`src/rtl/cv32e40p_perm_fault_detector_ft_if.sv`:
```
// Permanent-fault detector bus: voter results in, sticky masks out.
// Master drives the vote results; slave is the detector.
interface cv32e40p_perm_fault_detector_ft_if;
    logic       alu_valid_i;
    logic       mult_valid_i;
    logic [3:0] alu_active_i;
    logic [2:0] mult_active_i;
    logic [3:0] alu_err_i;
    logic [2:0] mult_err_i;
    logic       clear_i;
    logic [3:0] permanent_faulty_alu_o;
    logic [2:0] permanent_faulty_mult_o;
    logic       new_fault_o;
    logic       vote_ambiguous_o;

    modport master (
        output alu_valid_i,
        output mult_valid_i,
        output alu_active_i,
        output mult_active_i,
        output alu_err_i,
        output mult_err_i,
        output clear_i,
        input  permanent_faulty_alu_o,
        input  permanent_faulty_mult_o,
        input  new_fault_o,
        input  vote_ambiguous_o
    );

    modport slave (
        input  alu_valid_i,
        input  mult_valid_i,
        input  alu_active_i,
        input  mult_active_i,
        input  alu_err_i,
        input  mult_err_i,
        input  clear_i,
        output permanent_faulty_alu_o,
        output permanent_faulty_mult_o,
        output new_fault_o,
        output vote_ambiguous_o
    );
endinterface

```
`src/rtl/cv32e40p_perm_fault_detector_ft.sv`:
```
// Permanent-fault classifier for the replicated ALU/MULT EX stage.
// Seven windowed error trackers (ALU0-3 at bits 0-3, MULT0-2 at bits 4-6).
module cv32e40p_perm_fault_detector_ft #(
    parameter int unsigned ERR_THRESHOLD = 8,
    parameter int unsigned WINDOW        = 64
) (
    input logic clk,
    input logic rst_n,
    cv32e40p_perm_fault_detector_ft_if.slave bus
);
    localparam int unsigned N_TRK = 7;
    localparam int unsigned EW = $clog2(ERR_THRESHOLD + 1);
    localparam int unsigned WW = $clog2(WINDOW);

    localparam logic [EW-1:0] ERR_LAST = EW'(ERR_THRESHOLD - 1);
    localparam logic [EW-1:0] ERR_INC  = EW'(1);
    localparam logic [WW-1:0] WIN_LAST = WW'(WINDOW - 1);
    localparam logic [WW-1:0] WIN_INC  = WW'(1);

    logic [EW-1:0]    err_cnt_q [N_TRK];
    logic [EW-1:0]    err_cnt_d [N_TRK];
    logic [WW-1:0]    win_cnt_q [N_TRK];
    logic [WW-1:0]    win_cnt_d [N_TRK];
    logic [N_TRK-1:0] perm_q;
    logic [N_TRK-1:0] perm_d;
    logic             new_fault_q;
    logic             new_fault_d;
    logic             amb_q;
    logic             amb_d;

    logic [3:0]       alu_flag;
    logic [2:0]       mult_flag;
    logic             alu_amb;
    logic             mult_amb;
    logic [N_TRK-1:0] trk_op;
    logic [N_TRK-1:0] trk_err;

    // Classify this cycle's vote: which trackers see an op, and which
    // of those count an error (ambiguous votes blame nobody).
    always_comb begin
        alu_flag  = bus.alu_err_i & bus.alu_active_i & ~perm_q[3:0];
        mult_flag = bus.mult_err_i & bus.mult_active_i & ~perm_q[6:4];
        alu_amb   = bus.alu_valid_i && ($countones(alu_flag) >= 2);
        mult_amb  = bus.mult_valid_i && ($countones(mult_flag) >= 2);
        trk_op    = {{3{bus.mult_valid_i}}, {4{bus.alu_valid_i}}}
                  & {bus.mult_active_i, bus.alu_active_i}
                  & ~perm_q;
        trk_err   = trk_op
                  & {bus.mult_err_i, bus.alu_err_i}
                  & ~{{3{mult_amb}}, {4{alu_amb}}};
    end

    // Per-tracker window/error update; clear wipes everything.
    always_comb begin
        err_cnt_d = err_cnt_q;
        win_cnt_d = win_cnt_q;
        perm_d    = perm_q;
        for (int u = 0; u < N_TRK; u++) begin
            if (trk_op[u]) begin
                if (trk_err[u] && (err_cnt_q[u] == ERR_LAST)) begin
                    perm_d[u] = 1'b1;
                end else if (win_cnt_q[u] == WIN_LAST) begin
                    win_cnt_d[u] = '0;
                    err_cnt_d[u] = '0;
                end else begin
                    win_cnt_d[u] = win_cnt_q[u] + WIN_INC;
                    if (trk_err[u]) begin
                        err_cnt_d[u] = err_cnt_q[u] + ERR_INC;
                    end
                end
            end
        end
        if (bus.clear_i) begin
            err_cnt_d = '{default: '0};
            win_cnt_d = '{default: '0};
            perm_d    = '0;
        end
    end

    // Pulse outputs: one cycle after a mask bit rises or a vote is split.
    always_comb begin
        new_fault_d = |(perm_d & ~perm_q);
        amb_d       = (alu_amb || mult_amb) && !bus.clear_i;
    end

    // State registers with synchronous active-low reset.
    always_ff @(posedge clk) begin
        if (!rst_n) begin
            for (int u = 0; u < N_TRK; u++) begin
                err_cnt_q[u] <= '0;
                win_cnt_q[u] <= '0;
            end
            perm_q      <= '0;
            new_fault_q <= 1'b0;
            amb_q       <= 1'b0;
        end else begin
            for (int u = 0; u < N_TRK; u++) begin
                err_cnt_q[u] <= err_cnt_d[u];
                win_cnt_q[u] <= win_cnt_d[u];
            end
            perm_q      <= perm_d;
            new_fault_q <= new_fault_d;
            amb_q       <= amb_d;
        end
    end

    assign bus.permanent_faulty_alu_o  = perm_q[3:0];
    assign bus.permanent_faulty_mult_o = perm_q[6:4];
    assign bus.new_fault_o             = new_fault_q;
    assign bus.vote_ambiguous_o        = amb_q;
endmodule

```
`src/flat_wrapper.sv`:
```
// flat-port wrapper written by rule: the top's interface ports become plain ports
module cv32e40p_perm_fault_detector_ft_flat 
#(
    parameter int unsigned ERR_THRESHOLD = 8,
    parameter int unsigned WINDOW        = 64
)
  (clk, rst_n, bus_alu_valid_i, bus_mult_valid_i, bus_alu_active_i, bus_mult_active_i, bus_alu_err_i, bus_mult_err_i, bus_clear_i, bus_permanent_faulty_alu_o, bus_permanent_faulty_mult_o, bus_new_fault_o, bus_vote_ambiguous_o);
  cv32e40p_perm_fault_detector_ft_if bus_i ();
  input logic clk;
  input logic rst_n;
  input wire logic [$bits(bus_i.alu_valid_i)-1:0] bus_alu_valid_i;
  input wire logic [$bits(bus_i.mult_valid_i)-1:0] bus_mult_valid_i;
  input wire logic [$bits(bus_i.alu_active_i)-1:0] bus_alu_active_i;
  input wire logic [$bits(bus_i.mult_active_i)-1:0] bus_mult_active_i;
  input wire logic [$bits(bus_i.alu_err_i)-1:0] bus_alu_err_i;
  input wire logic [$bits(bus_i.mult_err_i)-1:0] bus_mult_err_i;
  input wire logic [$bits(bus_i.clear_i)-1:0] bus_clear_i;
  output wire logic [$bits(bus_i.permanent_faulty_alu_o)-1:0] bus_permanent_faulty_alu_o;
  output wire logic [$bits(bus_i.permanent_faulty_mult_o)-1:0] bus_permanent_faulty_mult_o;
  output wire logic [$bits(bus_i.new_fault_o)-1:0] bus_new_fault_o;
  output wire logic [$bits(bus_i.vote_ambiguous_o)-1:0] bus_vote_ambiguous_o;
  assign bus_i.alu_valid_i = bus_alu_valid_i;
  assign bus_i.mult_valid_i = bus_mult_valid_i;
  assign bus_i.alu_active_i = bus_alu_active_i;
  assign bus_i.mult_active_i = bus_mult_active_i;
  assign bus_i.alu_err_i = bus_alu_err_i;
  assign bus_i.mult_err_i = bus_mult_err_i;
  assign bus_i.clear_i = bus_clear_i;
  assign bus_permanent_faulty_alu_o = bus_i.permanent_faulty_alu_o;
  assign bus_permanent_faulty_mult_o = bus_i.permanent_faulty_mult_o;
  assign bus_new_fault_o = bus_i.new_fault_o;
  assign bus_vote_ambiguous_o = bus_i.vote_ambiguous_o;
  cv32e40p_perm_fault_detector_ft #(.ERR_THRESHOLD(ERR_THRESHOLD), .WINDOW(WINDOW)) u_core (.clk(clk), .rst_n(rst_n), .bus(bus_i));
endmodule
```
`config.mk`:
```
export PLATFORM = sky130hd
export DESIGN_NAME = cv32e40p_perm_fault_detector_ft_flat
export DESIGN_NICKNAME = d
export VERILOG_FILES = /design/src/rtl/cv32e40p_perm_fault_detector_ft_if.sv /design/src/rtl/cv32e40p_perm_fault_detector_ft.sv /design/src/flat_wrapper.sv
export SDC_FILE = /design/constraint.sdc
export NUM_CORES = 1
export LEC_CHECK = 0
export ABC_AREA = 1
export CAP_MARGIN = 15
export CORE_MARGIN = 2
export CORE_UTILIZATION = 54
export DETAILED_ROUTE_END_ITERATION = 10
export GPL_TIMING_DRIVEN = 0
export PLACE_DENSITY = 0.75
export SLEW_MARGIN = 20
export SYNTH_ARGS = -nofsm -noshare
export SYNTH_HDL_FRONTEND = slang
export SYNTH_SLANG_ARGS = --single-unit
```
`constraint.sdc`:
```
create_clock -name clk -period 2.4 [get_ports clk]
set_input_delay 0.72 -clock clk [delete_from_list [all_inputs] [get_ports clk]]
set_output_delay 0.72 -clock clk [all_outputs]
set_load 0.01 [all_outputs]
```
==> reports/metrics.csv <==
stage;metric;value;unit
grt;grt_use_met3;0.0332;
place;gp_congestion;0.877;
clock_network;cts.path.max_buffers;2;
yosys;synthArstFlopShare;0;
final_layout;drive_gt1_frac;0.191;
setup_path;rr_endpoint;u_core.bus.new_fault_o$_SDFF_PN0_;
sta;fmax;426;MHz
die;core-area;8300;um2
sta;holdWs;460;ps
power;peakVddDrop;0.279;mV
power;power_frac_comb;0.111;
die;initial_utilization;0.562;
die;die_x;96.9;um
clock_network;clkTransAtPathRegs;80;ps
yosys;ys.flop_type;dfxtp_1;
yosys;synth_enable_flop_cells;0;
setup_path;start_kind;input pin;
worst_hold_path;min_from;u_core.win_cnt_q[20]$_SDFFE_PP0P_;
sta;fin_skew;8.26;ps
power;p_total;2.64;mW
grt;grt_max_degree;13;
clock_network;cts_tree;done;
yosys;yosysTopAreaCellShare;0.339;
grt;use_met1;0.274;
place;dp_cells;770;
job;maxCapViolations;0;
power;power_density;470;nW/um2
grt;grt_pass1_wl;17.4;mm
yosys;yosysSeqAreaShare;0.339;
setup_path;end_kind;register;
grt;grt_busiest_layer;met2;
routing;drc;0;
grt;grt_pass1_vias;4049;
place;place_area;5140;um2
yosys;ys_ff_latch;79;
sta;rsz0062_at_grt;yes;
yosys;synthesis.area;4660;um2
routing;via_count;4218;
clock_network;htree_num_levels;3;
setup_path;cp_data_required_time;2700;ps
sta;tightest_slew;663;ps
worst_hold_path;hold_path_end;u_core.win_cnt_q[20]$_SDFFE_PP0P_;
power;power_frac_seq;0.504;
setup_path;worst-r2r-setup-slack;110;ps
clock_network;cts_sinks;79;
setup_path;cp_max_fo;4;
grt;antenna_found_initial;0;
power;p_sw;0.676;mW
sta;post-route-period-util;0.977;
yosys;syn_inst;638;
clock_network;insertion_delay;360;ps
worst_hold_path;min_path_type;reg -> reg;
routing;drt_wl_total;10.2;mm
final_layout;num-nets-final;729;
die;rows;33;
routing;vias_per_cell;5.27;
grt;grt-ovfl-total;0;
routing;detail_route.iter0.violations;173;
yosys;synth.area.top_cells;dfxtp_1, nand2_1, a21oi_1;
yosys;synth_cell_types;42;
power;p_int;1.96;mW
final_layout;area_delta_synth_final;20.5;%
final_layout;stdcell_count;801;
clock_network;holdBufCountCts;0;
yosys;yosysWarnings;0;
final_layout;num_antenna_cells;0;
sta;relSlewSlack;0.558;
status;outcome;finished, final reports clean;
place;port_buffers;27;
sta;slew_violations;0;
grt;grtUsageTotal;0.220;
routing;detail_route.wl_per_cell;12.8;um
clock_network;cts_root_buf;clkbuf_8;
die;die_h;96.9;um
routing;drtPass1Iterations;5;
setup_path;startpoint;bus_alu_active_i[1];
setup_path;r2r-start;u_core.perm_q[1]$_SDFF_PN0_;
sta;min_period;2340;ps
sta;final_hold_viol_count;0;
final_layout;finalInstanceArea;5620;um2
grt;grtUsageMet2;0.380;
yosys;syn_avg_cell_area;7.31;um2
yosys;synth.largest_area_cell;dfxtp_1;
yosys;synth.most_common_cell;nand2_1;
power;leakage;2.23;nW
die;die-area;9400;um2
setup_path;arrival;2640;ps
sta;fin_ws;55.0;ps
power;p_clk_frac;0.385;
place;dp_slack;-855;ps
die;io-pin-count;28;
setup_path;reg2reg_depth;14;
place;place_hpwl;7.37;mm
yosys;synth_common_cells;nand2_1, inv_1, dfxtp_1;
yosys;syn-num-nets;675;
sta;setup_viol;0;
power;switching_share;0.256;
worst_hold_path;holdPathStages;2;
clock_network;cts_buffers;9;
routing;antenna_left;0;
setup_path;crit_type;in -> reg;
## cells in the final DEF (no fill, tap or decap), types with 5 or more instances in the layout
| cell | synthesis | routed |
|---|---|---|
| a21oi_1 | 62 | 59 |
| buf_4 | 1 | 15 |
| buf_6 | 0 | 6 |
| clkbuf_1 | 4 | 5 |
| clkbuf_8 | 0 | 11 |
| clkdlybuf4s50_1 | 0 | 19 |
| dfxtp_1 | 79 | 77 |
| ha_1 | 17 | 14 |
| inv_1 | 80 | 75 |
| inv_2 | 10 | 14 |
| nand2_1 | 136 | 130 |
| nand2_2 | 4 | 6 |
| nand2_4 | 7 | 9 |
| nand2_8 | 2 | 6 |
| nand3_1 | 47 | 46 |
| nand3_2 | 7 | 5 |
| nand3_4 | 4 | 7 |
| nand4_1 | 28 | 28 |
| nor2_1 | 52 | 48 |
| nor2_2 | 5 | 6 |
| nor2_4 | 9 | 12 |
| nor3_1 | 8 | 7 |
| o21ai_0 | 19 | 14 |
| o21ai_1 | 5 | 8 |
| o21ai_2 | 3 | 5 |
| xnor2_1 | 8 | 7 |
| xor2_1 | 10 | 10 |
## how the worst max path moves through the flow
stage,end
finish,u_core.bus.new_fault_o$_SDFF_PN0_
global route,u_core.bus.new_fault_o$_SDFF_PN0_
CTS,u_core.win_cnt_q[11]$_SDFFE_PP0P_
detailed placement,u_core.win_cnt_q[22]$_SDFFE_PP0P_
global placement,u_core.win_cnt_q[22]$_SDFFE_PP0P_
floorplan,u_core.win_cnt_q[33]$_SDFFE_PP0P_
## through the flow
step | setup TNS, ps | utilization
CTS | 0 | 0.654
global route | -101 | 0.677
floorplan | -2230 | -
global placement | -48040 | 0.620
detailed placement | -49880 | 0.620
finish | 0 | 0.677
## final cells by class
cell class / instances / area (um2)
Timing Repair Buffer: 41 / 393
Clock inverter: 3 / 42.5
Sequential cell: 79 / 1590
Fill cell: 698 / 2680
Inverter: 92 / 360
Clock buffer: 12 / 155
Tap cell: 105 / 131
Buffer: 6 / 27.5
Multi-Input combinational cell: 463 / 2920
## power by group through the flow
stage / Combinational [mW] / Clock, mW / Sequential, mW
2_1_floorplan: 0.165 / 0 / 1.36
3_3_place_gp: 0.247 / 0 / 1.36
3_5_place_dp: 0.250 / 0 / 1.36
4_1_cts: 0.262 / 1.03 / 1.33
5_1_grt: 0.319 / 1.09 / 1.33
6_report: 0.292 / 1.02 / 1.33
## registers in the layout, indices dropped and copies added (netlist names)
name / cells
u_core.bus.vote_ambiguous_o: 1
u_core.win_cnt_q: 42
u_core.bus.new_fault_o: 1
u_core.err_cnt_q: 28
u_core.perm_q: 7
## critical path: stages
cell     delay (ps)
buf_8           100
nand3_4          70
inv_2            50
ha_4            260
nand2_4          50
fa_1            570
nand3_4         140
nor2_4          160
nand2_4         100
nand2_1         100
nand2_1         110
o21ai_2         130
nand2_1          50
nand2_1          50
## logic make-up (layout without fill, tap and decap cells)
family,count (synthesis),in the layout,share of synthesized area
AND/OR/NAND/NOR,329,331,0.384
buffers and inverters,98,154,0.0815
flip-flops,79,79,0.339
adder cells (fa/ha/maj),18,18,0.0499
XOR/XNOR,18,18,0.0338
AO/OA/AOI/OAI,96,96,0.111
## repair_timing
| action | in CTS | in global routing |
|---|---|---|
| hold endpoints to repair | 0 | 0 |
| buffers inserted | 7 | 7 |
| resized for setup | 45 | 34 |
| setup endpoints to repair | 77 | 49 |
| pin swaps | 19 | 19 |
| cloned | 2 | 0 |
## metal layers
metal / routed length [um] / share of wire
met5: 0 / 0
met3: 285 / 0.028
met2: 4970 / 0.49
met4: 201 / 0.020
met1: 4760 / 0.47
No activity file was read; power rests on OpenSTA's default activity.
